`src/rtl/output_stream_buffer.sv`:
```
// Result buffer between accumulator outputs and the external valid/ready port.
// Holds DEPTH entries with per-entry valid bits and serves single reads or wrapping burst drains.
module output_stream_buffer #(
  parameter int DATA_W      = 32,
  parameter int DEPTH       = 16,
  parameter int ADDR_W      = $clog2(DEPTH),
  parameter int CLR_ON_READ = 1
) (
  input  logic              clk,
  input  logic              rst,
  input  logic              wr_en,
  input  logic [ADDR_W-1:0] wr_addr,
  input  logic [DATA_W-1:0] wr_data,
  input  logic              rd_req,
  input  logic [ADDR_W-1:0] rd_addr,
  input  logic              drain_start,
  input  logic [ADDR_W-1:0] drain_base,
  input  logic [ADDR_W:0]   drain_len,
  output logic [DATA_W-1:0] res_data,
  output logic              res_valid,
  input  logic              res_ready,
  output logic              busy,
  output logic [ADDR_W:0]   occupancy
);

  localparam logic [1:0] IDLE   = 2'd0;
  localparam logic [1:0] SINGLE = 2'd1;
  localparam logic [1:0] DRAIN  = 2'd2;

  logic [1:0]              state;
  logic [DATA_W-1:0]       mem [DEPTH];
  logic [DEPTH-1:0]        vld, vld_nxt;
  logic [ADDR_W:0]         occ_nxt;
  logic [ADDR_W-1:0]       ptr, ptr_inc;
  logic [ADDR_W:0]         remaining;
  logic                    hs;

  assign hs      = res_valid & res_ready;
  assign busy    = (state != IDLE);
  assign ptr_inc = ptr + ADDR_W'(1);

  // Clear-on-send first, then write, so a same-edge write keeps the entry valid.
  always_comb begin
    vld_nxt = vld;
    if (CLR_ON_READ != 0 && hs) vld_nxt[ptr] = 1'b0;
    if (wr_en) vld_nxt[wr_addr] = 1'b1;
  end

  always_comb begin
    occ_nxt = '0;
    for (int i = 0; i < DEPTH; i++) occ_nxt = occ_nxt + (ADDR_W+1)'(vld_nxt[i]);
  end

  always_ff @(posedge clk or negedge rst) begin
    if (!rst) begin
      for (int i = 0; i < DEPTH; i++) mem[i] <= '0;
      vld       <= '0;
      occupancy <= '0;
    end else begin
      if (wr_en) mem[wr_addr] <= wr_data;
      vld       <= vld_nxt;
      occupancy <= occ_nxt;
    end
  end

  // Reads sample mem before this edge's write lands, so same-edge collisions see old data.
  always_ff @(posedge clk or negedge rst) begin
    if (!rst) begin
      state     <= IDLE;
      ptr       <= '0;
      remaining <= '0;
      res_data  <= '0;
      res_valid <= 1'b0;
    end else begin
      case (state)
        IDLE: begin
          if (drain_start && drain_len != '0) begin
            state     <= DRAIN;
            ptr       <= drain_base;
            remaining <= drain_len;
            res_data  <= mem[drain_base];
            res_valid <= 1'b1;
          end else if (rd_req) begin
            state     <= SINGLE;
            ptr       <= rd_addr;
            remaining <= (ADDR_W+1)'(1);
            res_data  <= mem[rd_addr];
            res_valid <= 1'b1;
          end
        end
        SINGLE: begin
          if (hs) begin
            res_valid <= 1'b0;
            state     <= IDLE;
          end
        end
        DRAIN: begin
          if (hs) begin
            remaining <= remaining - (ADDR_W+1)'(1);
            ptr       <= ptr_inc;
            if (remaining > (ADDR_W+1)'(1)) begin
              res_data <= mem[ptr_inc];
            end else begin
              res_valid <= 1'b0;
              state     <= IDLE;
            end
          end
        end
        default: begin
          state     <= IDLE;
          res_valid <= 1'b0;
        end
      endcase
    end
  end

endmodule

```
`config.mk`:
```
export PLATFORM = sky130hd
export DESIGN_NAME = output_stream_buffer
export DESIGN_NICKNAME = d
export VERILOG_FILES = /design/src/rtl/output_stream_buffer.sv
export SDC_FILE = /design/constraint.sdc
export NUM_CORES = 1
export LEC_CHECK = 0
export BUFFER_PORTS_ARGS = -buffer_cell sky130_fd_sc_hd__buf_4
export CORE_MARGIN = 1
export CORE_UTILIZATION = 58
export DETAILED_ROUTE_END_ITERATION = 6
export PLACE_DENSITY = 0.78
export RECOVER_POWER = 50
export SETUP_SLACK_MARGIN = 0.3
export SYNTH_ARGS = -nofsm -noshare
export SYNTH_HDL_FRONTEND = slang
export SYNTH_SLANG_ARGS = --single-unit
```
`constraint.sdc`:
```
create_clock -name clk -period 4.2 [get_ports clk]
set_input_delay 0.63 -clock clk [delete_from_list [all_inputs] [get_ports clk]]
set_output_delay 0.63 -clock clk [all_outputs]
set_load 0.01 [all_outputs]
```
---- After elaboration in Yosys (flattened, before gate mapping) ----
Cells that the tools add are included.
storage, ports and cells
  output and inout port bits .............. 39
  register bits ........................... 577
  word-level logic and storage cells ...... 119
operators by class
  $add $sub $neg .......................... 17
  mux-type cells .......................... 43
  eq/ne operators ......................... 7
  magnitude comparators ................... 10
  bitwise operators ....................... 8
  reduce and logical (&&, ||, !) cells .... 11
operator list
  operator                                                                              number
  512-bit bitwise mux                                                                   1
  32-bit binary-select mux with 4-bit select                                            3
  32-bit two-way mux                                                                    11
  32-bit demux with 4-bit select                                                        1
  32-bit case mux with 2 select lines                                                   1
  5-bit by 1-bit adder with 5-bit output                                                11
  16-bit two-way mux                                                                    2
  5-bit greater-or-equal comparator (second input constant)                             4
  4-bit NOT with 5-bit output                                                           4
  16-bit bitwise AND                                                                    1
  16-bit NOT                                                                            1
  16-bit bitwise OR                                                                     1
  5-bit two-way mux                                                                     3
  4-bit two-way mux                                                                     3
  4-bit by 5-bit < comparator with 1-bit output (second input constant)                 2
  2-bit two-way mux                                                                     5
  5-bit case mux with 2 select lines                                                    1
  1-bit demux with 4-bit select                                                         2
  4-bit by 1-bit greater-or-equal comparator with 1-bit output (second input constant)  2
  2-bit inequality test (second input constant)                                         4
  4-bit case mux with 2 select lines                                                    1
  4-bit AND reduction                                                                   2
  1-bit two-way mux                                                                     7
  2-bit case mux with 3 select lines                                                    1
  other kinds (18)                                                                      22

---- Logic depth before layout (Yosys ltp) ----
Gate-level depths: netlist of run 1.
  depth after elaboration ................. 24
  gate-level depth with buffers ........... 18

---- Least setup slack after synthesis of run 1 ----
Ideal clock, no wire load.
  path type ............................... input to register
  start point ............................. input wr_addr[2]
  end point ............................... register occupancy[4]
  data required time ...................... 4.081 ns
  path buffers ............................ 2
  data arrival time ....................... 4.466 ns
  path slack .............................. -0.385 ns
  library setup time ...................... 0.119 ns
  stages on the path ...................... 14
  path through ............................ nor3b_1 > nor2b_1 > clkbuf_1 > buf_2 > nor2b_1 > fa_1 > fa_1 > fa_1 > inv_1 > fa_1 > ha_1 > fa_1 > a21oi_1 > nor2b_1
between the ends
  cells in the longest elaborated chain, start to end .. 21
  elaborated cells between the ends (all ways) .. 22
  those cells by class .................... add/sub (15); order compare (2); mux (3); bitwise (1); reduce/logical (1)
RTL lines
  item                                                                                                                                                        RTL line  RTL
  from (decl)                                                                                                                                                 12        input logic [ADDR_W-1:0] wr_addr,
  4-bit by 5-bit < comparator with 1-bit output (implied by the code) / 4-bit by 1-bit greater-or-equal comparator with 1-bit output (equally long branches)  46        if (wr_en) vld_nxt[wr_addr] = 1'b1;
  1-bit logical AND (implied by the code)                                                                                                                     46
  1-bit two-way mux (implied by the code)                                                                                                                     46
  1-bit demux with 4-bit select *                                                                                                                             46
  16-bit bitwise OR (no source line) *                                                                                                                        --
  16-bit two-way mux *                                                                                                                                        46
  1-bit by 1-bit adder with 2-bit output                                                                                                                      51        for (int i = 0; i < DEPTH; i++) occ_nxt = occ_nxt + (ADDR_W+1)'(vld_nxt[i]);
  2-bit by 1-bit adder with 3-bit output                                                                                                                      51
  3-bit by 1-bit adder with 4-bit output                                                                                                                      51
  4-bit by 1-bit adder with 5-bit output                                                                                                                      51
  5-bit by 1-bit adder with 5-bit output (10 in series)                                                                                                       51
  5-bit by 1-bit adder with 5-bit output *                                                                                                                    51
  net occ_nxt[4]                                                                                                                                              33        logic [ADDR_W:0] occ_nxt;
  to (signal assigned)                                                                                                                                        62        occupancy <= occ_nxt;
  to (decl)                                                                                                                                                   23        output logic [ADDR_W:0] occupancy
The timed path passes the listed nets; every way through them passes the cells marked *.
A chain may end at the register's enable or synchronous reset.

---- Worst setup path in the final report of run 1 ----
  start point ............................. register ptr[0]
  end point ............................... register res_data[31]
between the ends
  cells in the longest elaborated chain, start to end .. 8
RTL lines
  item                                                    RTL line  RTL
  from (decl)                                             34        logic [ADDR_W-1:0] ptr, ptr_inc;
  from (signal assigned)                                  79        ptr <= drain_base;
  from (signal assigned)                                  85        ptr <= rd_addr;
  from (signal assigned)                                  100       ptr <= ptr_inc;
  4-bit by 1-bit adder with 4-bit output                  40        assign ptr_inc = ptr + ADDR_W'(1);
  4-bit NOT with 5-bit output (implied by the code)       102       res_data <= mem[ptr_inc];
  32-bit binary-select mux with 4-bit select              102
  32-bit two-way mux (implied by the code) (2 in series)  102
  32-bit two-way mux                                      101       if (remaining > (ADDR_W+1)'(1)) begin
  32-bit two-way mux                                      98        if (hs) begin
  32-bit case mux with 2 select lines                     75        case (state)
  to (signal assigned)                                    81        res_data <= mem[drain_base];
  to (signal assigned)                                    87        res_data <= mem[rd_addr];
  to (signal assigned)                                    102
  to (decl)                                               19        output logic [DATA_W-1:0] res_data,
No other way between the ends. The select of a mux whose other input is x is not followed.

==> results.yml, run 1 <==
run_status:
  status: "complete, but fails checks"
  violations: "max-capacitance violations, max-slew violations"
detailed_routing:
  drtIter0Drc: 2359
  wl_mm: 99.8
  drt_pre_antenna_iters: 5
  viasPerCell: 7.41
  ant_nets: 0
  wl_per_cell_um: 31.6
  vias: 23400
  route.detailed.drc: 0
global_route:
  grt_pass1_wl_mm: 154
  grt_use_total_pct: 34.0
  grt_pass1_vias: 24700
  grt_overflow: 0
  antenna_found_initial: 3
  grt_max_degree: 108
timing:
  layout_setup_ws_ns: 0.150
  finalHoldViolCount: 0
  period_needed_ns: 4.05
  worstMarginPinSlew_ns: 2.85
  setup_viol: 0
  post-route-period-util_pct: 96.4
  maxSlewHeadroom_pct: -90.2
  slew_violations: 143
  finClkSkew_ns: 0.0230
  rsz0062_at_grt: "true"
  fin_tns_setup_ns: 0
  timing.fmax_mhz: 247
clock_network:
  cts_tree: "built"
  clockBufferDepth: 3
  clk_pin_slew_ns: 0.06
  root_buffer: "clkbuf_16"
  cts_sinks: 577
  h-tree-depth: 2
  clk_latency_ns: 0.66
  ctsHoldBuffers: 0
  cts_buffers: 61
yosys:
  synth_edf_count: 0
  avgSynthCellArea_um2: 14.9
  ys_ff_latch: 577
  synth-async-reset-ratio_pct: 100
  synth_warnings: 0
  ys_seq_area_share_pct: 41.8
  synth_nets: 2395
  synth_area_um2: 34500
  postSynthCellCount: 2319
  ys.flop_type: "dfrtp_1"
  synthDistinctLibCells: 54
power:
  pwr-share-seq_pct: 34.1
  netSwitchingFraction_pct: 33.2
  combPwrFrac_pct: 41.3
  p_leak_nw: 15.6
  p_clk_share_pct: 24.6
  powerDensity_nw_per_um2: 638
  p_switching_w: 0.00815
  p_int_w: 0.0164
  vdd.ir_drop.worst_mv: 0.492
  p_total_w: 0.0245
placed_design:
  portBuffers: 93
  hpwl_mm: 54.3
  pre_cts_ws_ns: -0.256
  gp_congestion: 0.863
hold_path:
  min_path_type: "input port to flip-flop"
floorplanning:
  num_rows: 89
  dieArea_um2: 60500
  start_util_pct: 58.6
  ios: 94
  die_h_um: 246
  die_x_um: 246
  coreArea_um2: 58900
critical_path:
  critPathArrivalTime_ns: 4.52
  start_kind: "flip-flop"
  crit_slowest_cell: "ha_1"
  crit_required_ns: 4.67
  cp_cell_sequence: "inv_2, ha_1, buf_12, mux4_2, mux2_2, o211ai_1, a31oi_1"
  setup.worst_path.end_class: "flip-flop"
  path_buf_inv: 2
  cp_max_fo: 44
  cp_top_family: "adder cells"
  cpPeakStageDelay_ns: 1.93
  criticalPathCategory: "flip-flop to flip-flop"
layout:
  multi_input_area_um2: 19100
  drive_gt1_share_pct: 53.8
  final_net_count: 2413
  syn_to_final_growth_pct: 11.4
  ff_latch_area_um2: 14400
  fillCellCount: 3998
run:
  maxCapViolations: 2
[state kept, by name (all words and copies together) (netlist names)]
name	flops
mem	512
remaining	5
ptr	4
res_valid	1
vld	16
state	2
res_data	32
occupancy	5
[cell usage in the layout, fill, tap and decap left out, drive strengths merged, types with 8 or more instances in the layout]
cell type,Yosys,final
clkbuf,120,88
nor2,51,51
nand3,36,36
o22ai,28,28
a32oi,27,27
o21ai,36,36
mux2,544,544
inv,25,28
buf,121,185
fa,10,10
mux2i,118,118
a22oi,32,32
o211ai,36,36
ha,11,11
a21oi,8,8
bufinv,0,14
mux4,388,388
dfrtp,577,577
nand2,54,54
clkinv,0,12
a31oi,37,37
nor2b,9,9
nand2b,8,8
[tightest hold or removal path, delay by kind of cell]
kind | cells | cell delay (ns)
compound gates | 1 | 0.07
simple gates | 1 | 0.07
buf+inv | 1 | 0.11
[synthesized netlist by cell type, types with 3 or more instances]
master / number / area share (%)
dfrtp_1: 577 / 42
mux2_2: 544 / 18
mux4_2: 388 / 25
clkbuf_1: 119 / 1.3
mux2i_1: 118 / 3.4
buf_2: 70 / 1.0
nand2_1: 54 / 0.59
nor2_1: 51 / 0.55
a31oi_1: 37 / 0.67
nand3_1: 36 / 0.52
o211ai_1: 36 / 0.78
o21ai_0: 34 / 0.49
a22oi_1: 32 / 0.70
buf_4: 28 / 0.61
o22ai_1: 28 / 0.51
a32oi_1: 27 / 0.69
inv_1: 25 / 0.27
buf_1: 12 / 0.13
buf_6: 11 / 0.36
ha_1: 11 / 0.40
fa_1: 10 / 0.58
nor2b_1: 9 / 0.16
a21oi_1: 8 / 0.12
nand2b_1: 8 / 0.15
a221oi_1: 4 / 0.10
and2_1: 4 / 0.072
nand3b_1: 3 / 0.065
or2_2: 3 / 0.054
[layout make-up]
cell class                      instances  area share (%)
Multi-Input combinational cell       1476            49.6
Sequential cell                       577            37.6
Clock buffer                           77            4.39
Timing Repair Buffer                  196            4.22
Tap cell                              773            2.51
Clock inverter                         33            1.46
Inverter                               25           0.251
Antenna cell                            3          0.0195
[cells by family after synthesis]
group	count (synthesis)	share of synthesized area, %
buf+inv	266	3.70
fa+ha+maj	21	0.979
flops	577	41.8
xor+xnor	4	0.145
compound gates	224	4.50
mux	1050	46.5
simple gates	177	2.36
[metrics by stage]
| step | std cells | hold slack, ns | instance area (um2) | util (%) |
|---|---|---|---|---|
| final | 3160 | 0.271 | 38500 | 65.3 |
| after global routing | 3160 | 0.318 | 38500 | 65.3 |
| after CTS | 3155 | 0.0649 | 38500 | 65.3 |
| after detailed placement | 3017 | 0.511 | 36000 | 61.0 |
| after global placement | 3017 | 0.514 | 36000 | 61.0 |
| after floorplan | 2319 | 0.334 | 34600 | - |
[final timing paths]
check | end | cells after the start | slack, ns | from
hold / removal | state[0]$_DFFE_PN0P_ | 3 | 0.27 | rd_req
setup reg to reg | res_data[31]$_DFFE_PN0P_ | 7 | 0.15 | ptr[0]$_DFFE_PN0P_
min in group asynchronous | mem[472]$_DFFE_PN0P_ | 1 | 0.88 | rst
setup / recovery | res_data[31]$_DFFE_PN0P_ | 7 | 0.15 | ptr[0]$_DFFE_PN0P_
max in group asynchronous | mem[186]$_DFFE_PN0P_ | 2 | 0.84 | rst
hold reg to reg | mem[38]$_DFFE_PN0P_ | 1 | 0.54 | mem[38]$_DFFE_PN0P_
[power groups by stage]
stage | logic [W] | clock network, W | registers, W
finish | 0.0101 | 0.00605 | 0.00836
global route | 0.0108 | 0.00635 | 0.00856
CTS | 0.0100 | 0.00612 | 0.00832
detailed placement | 0.00978 | 0 | 0.00840
global placement | 0.00948 | 0 | 0.00828
floorplan | 0.00763 | 0 | 0.00795
[layer usage]
metal  up-vias  routed length, um  track usage, %
met5         -                  0               0
met4         0               5480            18.2
met3       367              10100            7.38
met2      1440              48300            54.4
met1     12400              35900            43.6
li1       9230                  -               -
[timing repair]
| item | 4_1_cts | 5_1_grt |
|---|---|---|
| pin swaps | 5 | 5 |
| gates resized for setup | 31 | 12 |
| endpoints found under the setup margin | 4 | 5 |
| hold endpoints to repair | 0 | 0 |
| buffers inserted | 28 | 2 |
(Power assumes the default switching activity.)
==> inputs of run 2 (changes only) <==
Settings changed: CORE_UTILIZATION 58 to 35, MAX_ROUTING_LAYER set to met4, PLACE_DENSITY 0.78 to not set.
==> results.yml, run 2 (same netlist as run 1, synthesis figures left out) <==
run_status:
  status: "complete, but fails checks"
  violations: "max-capacitance violations, max-slew violations"
detailed_routing:
  wl_per_cell_um: 29.2
  vias: 23000
  wl_mm: 107
  drt_pre_antenna_iters: 5
  drtIter0Drc: 1876
  ant_nets: 0
  route.detailed.drc: 0
  viasPerCell: 6.24
timing:
  timing.fmax_mhz: 248
  finalHoldViolCount: 0
  maxSlewHeadroom_pct: -68.5
  post-route-period-util_pct: 96.1
  fin_tns_setup_ns: 0
  rsz0062_at_grt: "true"
  setup_viol: 0
  finClkSkew_ns: 0.0201
  whs_ns: 0.324
  worstMarginPinSlew_ns: 2.53
  slew_violations: 89
  period_needed_ns: 4.04
layout:
  largest_registers: "mem: 512 flops, res_data: 32 flops, vld: 16 flops"
  fin_util_pct: 40.6
  layout_common_cells: "575 x dfrtp_1, 544 x mux2_2, 388 x mux4_2"
  syn_to_final_growth_pct: 14.1
  drive_gt1_share_pct: 54.4
  fillCellCount: 8772
  regMostFlops: "mem"
  final_cells: 3681
  final_net_count: 2426
  largest_register_ffs: 512
  layout.cells.most_common: "dfrtp_1"
clock_network:
  cts_tree: "built"
  h-tree-depth: 3
  clockBufferDepth: 3
  root_buffer: "clkbuf_16"
  cts_sinks: 577
  clk_pin_slew_ns: 0.06
  cts_buffers: 69
  clk_latency_ns: 0.61
floorplanning:
  dieArea_um2: 99900
  coreArea_um2: 97100
  ios: 94
  num_rows: 114
  die_x_um: 316
  start_util_pct: 35.5
  die_h_um: 316
critical_path:
  critPathArrivalTime_ns: 4.55
  setup.worst_path.end_class: "flip-flop"
  cp_cell_sequence: "inv_2, ha_4, nand2_4, o21ai_2, o21ai_1, fa_1, inv_2, fa_2, fa_2, inv_2, fa_2, ha_4, fa_2, a21oi_2, nor2b_1"
  cpPeakStageDelay_ns: 0.58
  start_kind: "flip-flop"
  cp_max_fo: 4
  crit_slowest_cell: "fa_2"
  crit_required_ns: 4.71
  cpMostUsedCell: "fa_2"
  criticalPathCategory: "flip-flop to flip-flop"
power:
  p_leak_nw: 15.8
  vdd.ir_drop.worst_mv: 0.596
  powerDensity_nw_per_um2: 634
placed_design:
  dp.cells: 3526
  portBuffers: 93
  gp_congestion: 0.848
  hpwl_mm: 58.8
global_route:
  grt_overflow: 0
  grt_max_degree: 101
  grt_use_total_pct: 22.6
  antenna_found_initial: 4
  grt_pass1_vias: 24100
  grt_pass1_wl_mm: 163
hold_path:
  min_path_type: "input port to flip-flop"
run:
  maxCapViolations: 1
run 2: cell types whose count changed in the layout (fill, tap and decap cells not counted), moves of 6 or more:
cell	delta
clkbuf_16	+11
buf_6	+10
bufinv_16	-6
clkbuf_8	+6
buf_4	-10
run 2: report_power, final:
| group | leakage [nW] | total, W | switching, W | internal, W |
|---|---|---|---|---|
| Combinational | 7.57 | 0.0102 | 0.00447 | 0.00577 |
| Clock | 1.19 | 0.00635 | 0.00245 | 0.00390 |
| Sequential | 7.00 | 0.00838 | 0.00139 | 0.00699 |
run 2: final timing paths:
path,startpoint,end,slack (ns),cells after the start
max in group asynchronous,rst,mem[94]$_DFFE_PN0P_,0.67,3
min reg2reg,vld[0]$_DFF_PN0_,vld[0]$_DFF_PN0_,0.51,2
min,drain_len[0],remaining[0]$_DFFE_PN0P_,0.32,3
max,ptr[1]$_DFFE_PN0P_,occupancy[4]$_DFF_PN0_,0.16,15
min in group asynchronous,rst,mem[44]$_DFFE_PN0P_,0.79,1
max reg2reg,ptr[1]$_DFFE_PN0P_,occupancy[4]$_DFF_PN0_,0.16,15
run 2: what timing repair did:
| item | 4_1_cts | 5_1_grt |
|---|---|---|
| hold buffers | 0 | 0 |
| resized for setup | 25 | 38 |
| gates cloned | 0 | 0 |
| setup endpoints to repair | 4 | 5 |
| pin swaps | 6 | 14 |
| buffers inserted | 27 | 2 |
run 2: metal layers:
metal	vias up	global-route usage, %	routed length (um)
li1	9287	-	-
met1	12400	28.1	42000
met2	990	36.7	53400
met3	290	3.96	7640
met4	0	8.95	4430
met5	-	-	0
run 2: area by class of cell:
| cell class | count | area, um2 | area share [%] |
|---|---|---|---|
| Tap cell | 1276 | 1600 | 4.05 |
| Clock inverter | 26 | 360 | 0.915 |
| Inverter | 25 | 96.3 | 0.245 |
| Clock buffer | 96 | 2050 | 5.21 |
| Multi-Input combinational cell | 1476 | 19100 | 48.6 |
| Antenna cell | 4 | 10.0 | 0.0254 |
| Sequential cell | 577 | 14400 | 36.7 |
| Timing Repair Buffer | 201 | 1700 | 4.33 |
run 2: worst max-delay path, delay by kind of cell (launching register included):
| kind | cells | cell delay [ns] |
|---|---|---|
| flip-flops | 1 | 0.43 |
| AND/OR/NAND/NOR | 2 | 0.12 |
| AO/OA/AOI/OAI | 3 | 0.42 |
| buffers and inverters | 3 | 0.24 |
| adder cells (fa/ha/maj) | 7 | 2.70 |
run 2: stage by stage:
step | power (W) | setup WS (ns) | instance area, um2
5_1_grt | 0.0263 | 0.0861 | 39400
3_5_place_dp | 0.0184 | -0.252 | 36700
6_report | 0.0250 | 0.162 | 39400
3_3_place_gp | 0.0182 | -0.104 | 36700
4_1_cts | 0.0250 | 0.192 | 39400
2_1_floorplan | 0.0156 | 0.153 | 34600
==> inputs of run 3 (changes only) <==
Settings changed: ABC_AREA set to 1, CELL_PAD_IN_SITES_DETAIL_PLACEMENT set to 1, CELL_PAD_IN_SITES_GLOBAL_PLACEMENT set to 2, CORE_UTILIZATION 35 to 32, PLACE_DENSITY_LB_ADDON set to 0.1.
==> results.yml, run 3 <==
yosys:
  synth_nets: 5906
  avgSynthCellArea_um2: 6.41
  synthMostInstantiatedCell: "nand2_1"
  synth_top_area_cell: "dfrtp_1"
  ys_ff_latch: 577
  synth_warnings: 0
  synth_top_area_share_pct: 38.7
  ys_seq_area_share_pct: 38.7
  postSynthCellCount: 5830
  synth-async-reset-ratio_pct: 100
  ys.flop_type: "dfrtp_1"
  synth_edf_count: 0
  yosys-top-cells-count: "2205 x nand2_1, 1008 x nand3_1, 630 x o21ai_0"
  ys_top_cells_by_area: "dfrtp_1 39%, nand2_1 22%, nand3_1 14%, o21ai_0 8.4%, inv_1 4.7%"
  synthDistinctLibCells: 30
  synth_area_um2: 37300
floorplanning:
  dieArea_um2: 118000
  start_util_pct: 32.5
  coreArea_um2: 115000
  ios: 94
  die_h_um: 344
  die_x_um: 344
  num_rows: 124
timing:
  period_needed_ns: 4.10
  finalHoldViolCount: 0
  maxSlewHeadroom_pct: -65.6
  layout_setup_ws_ns: 0.102
  finClkSkew_ns: 0.0285
  worstMarginPinSlew_ns: 2.48
  setup_viol: 0
  timing.fmax_mhz: 244
  post-route-period-util_pct: 97.6
  slew_violations: 106
  rsz0062_at_grt: "true"
global_route:
  antenna_found_initial: 3
  met2_usage_pct: 51.5
  grt_use_met3_pct: 3.44
  grt_pass1_wl_mm: 276
  grt_pass1_vias: 41000
  gr-usage-met1_pct: 43.3
  grt_overflow: 0
  grt_max_degree: 183
  gr-max-usage-layer: "met2"
  grt_use_total_pct: 32.4
placed_design:
  dp.cells: 7095
  portBuffers: 93
  placed_area_um2: 39600
  pre_cts_ws_ns: -0.248
  gp_congestion: 0.849
  hpwl_mm: 101
clock_network:
  ctsHoldBuffers: 0
  clockBufferDepth: 3
  clk_latency_ns: 0.67
  cts_buffers: 77
  cts_sinks: 577
  root_buffer: "clkbuf_16"
  h-tree-depth: 3
  cts_tree: "built"
  clk_pin_slew_ns: 0.06
critical_path:
  path_buf_inv: 25
  cpMostUsedCell: "buf_4"
  critPathArrivalTime_ns: 4.66
  criticalPathCategory: "flip-flop to flip-flop"
  crit_slowest_cell: "dfrtp_1"
  start_kind: "flip-flop"
  setup.worst_path.end_class: "flip-flop"
  cpPeakStageDelay_ns: 0.47
  cp_max_fo: 4
  cp_top_family: "buffers and inverters"
  crit_required_ns: 4.77
  cp-startpoint: "ptr[1]$_DFFE_PN0P_"
  reg2reg_from: "ptr[1]$_DFFE_PN0P_"
power:
  netSwitchingFraction_pct: 47.5
  p_switching_w: 0.0147
  p_int_w: 0.0162
  p_leak_nw: 20.1
  vdd.ir_drop.worst_mv: 1.31
  p_clk_share_pct: 21.3
  powerDensity_nw_per_um2: 726
  pwr-share-seq_pct: 27.0
  combPwrFrac_pct: 51.7
hold_path:
  min_path_type: "input port to flip-flop"
  worstHoldStart: "wr_data[8]"
detailed_routing:
  route.detailed.drc: 0
  ant_nets: 0
  wl_per_cell_um: 25.4
  wl_mm: 185
  viasPerCell: 5.48
  drt_pre_antenna_iters: 5
  vias: 39900
  drtIter0Drc: 2765
layout:
  design_area_um2: 42500
  final_cells: 7288
  layout_common_cells: "2194 x nand2_1, 1005 x nand3_1, 622 x o21ai_0"
  regMostFlops: "mem"
  final_net_count: 5796
  layout.cells.most_common: "nand2_1"
  drive_gt1_share_pct: 7.91
  largest_registers: "mem: 512 flops, res_data: 32 flops, vld: 16 flops"
  fin_util_pct: 36.9
  syn_to_final_growth_pct: 13.7
  largest_register_ffs: 512
run_status:
  violations: "max-capacitance violations, max-slew violations"
  status: "complete, but fails checks"
run:
  maxCapViolations: 2
run 3: changes by cell type in the layout (fill, tap and decap cells not counted), moves of 32 or more:
| cell | delta |
|---|---|
| mux2_2 | -544 |
| nor2_1 | +45 |
| mux4_2 | -388 |
| mux2i_1 | -118 |
| buf_4 | +56 |
| o21ai_1 | +107 |
| nand3_1 | +969 |
| a22oi_1 | -32 |
| a21oi_1 | +158 |
| nand2_1 | +2146 |
| inv_1 | +431 |
| o21ai_0 | +601 |
| a31oi_1 | -36 |
run 3: through the flow:
stage	setup TNS [ns]	total power (W)	hold slack [ns]
after CTS	0	0.0306	0.00766
after floorplan	0	0.0174	0.334
after detailed placement	-0.825	0.0235	0.471
after global routing	0	0.0330	0.289
final	0	0.0308	0.282
after global placement	-0.797	0.0233	0.465
run 3: what timing repair did:
action / CTS / global route
resized for setup: 23 / 36
pin swaps: 10 / 4
endpoints found under the setup margin: 4 / 6
setup buffers: 52 / 6
run 3: worst min-delay path: cells and delay by family:
| kind | cells | cell delay [ns] |
|---|---|---|
| AO/OA/AOI/OAI | 1 | 0.06 |
| buffers and inverters | 1 | 0.15 |
| AND/OR/NAND/NOR | 1 | 0.06 |
run 3: path summary, 6_finish.rpt:
check | end | depth (start not counted) | slack, ns
min in group asynchronous | mem[452]$_DFFE_PN0P_ | 1 | 0.71
min reg2reg | res_data[23]$_DFFE_PN0P_ | 2 | 0.48
max reg2reg | vld[13]$_DFF_PN0_ | 29 | 0.10
min | mem[40]$_DFFE_PN0P_ | 3 | 0.28
max | vld[13]$_DFF_PN0_ | 29 | 0.10
max in group asynchronous | ptr[0]$_DFFE_PN0P_ | 2 | 0.78
run 3: cells by family after synthesis:
logic type / after synthesis / share of synthesized area (%)
AOI/OAI and AO/OA: 956 / 13.2
xor gates and xnor gates: 6 / 0.191
adders and majority gates: 21 / 0.905
buffers and inverters: 948 / 10.2
DFF: 577 / 38.7
and+or+nand+nor: 3322 / 36.8
run 3: area by class of cell:
class,instances,area [um2]
fill,14600,72500
multi-input combinational,4305,19400
sequential,577,14400
timing repair buffer,279,2490
clock buffer,125,2350
tap,1512,1890
inverter,480,1850
clock inverter,8,43.8
antenna,2,5.00
run 3: metal layers:
| metal | vias to the layer above | part of all wire (%) |
|---|---|---|
| li1 | 18500 | - |
| met1 | 20100 | 46 |
| met2 | 1042 | 46 |
| met3 | 296 | 4.9 |
| met4 | 0 | 3.2 |
| met5 | - | 0 |
run 3: power by group through the flow:
stage          combinational, W  sequential (W)  clock, W
6_report                 0.0159         0.00832   0.00657
5_1_grt                  0.0176         0.00852   0.00688
4_1_cts                  0.0156         0.00830   0.00671
3_5_place_dp             0.0151         0.00837         0
3_3_place_gp             0.0149         0.00835         0
2_1_floorplan           0.00933         0.00806         0
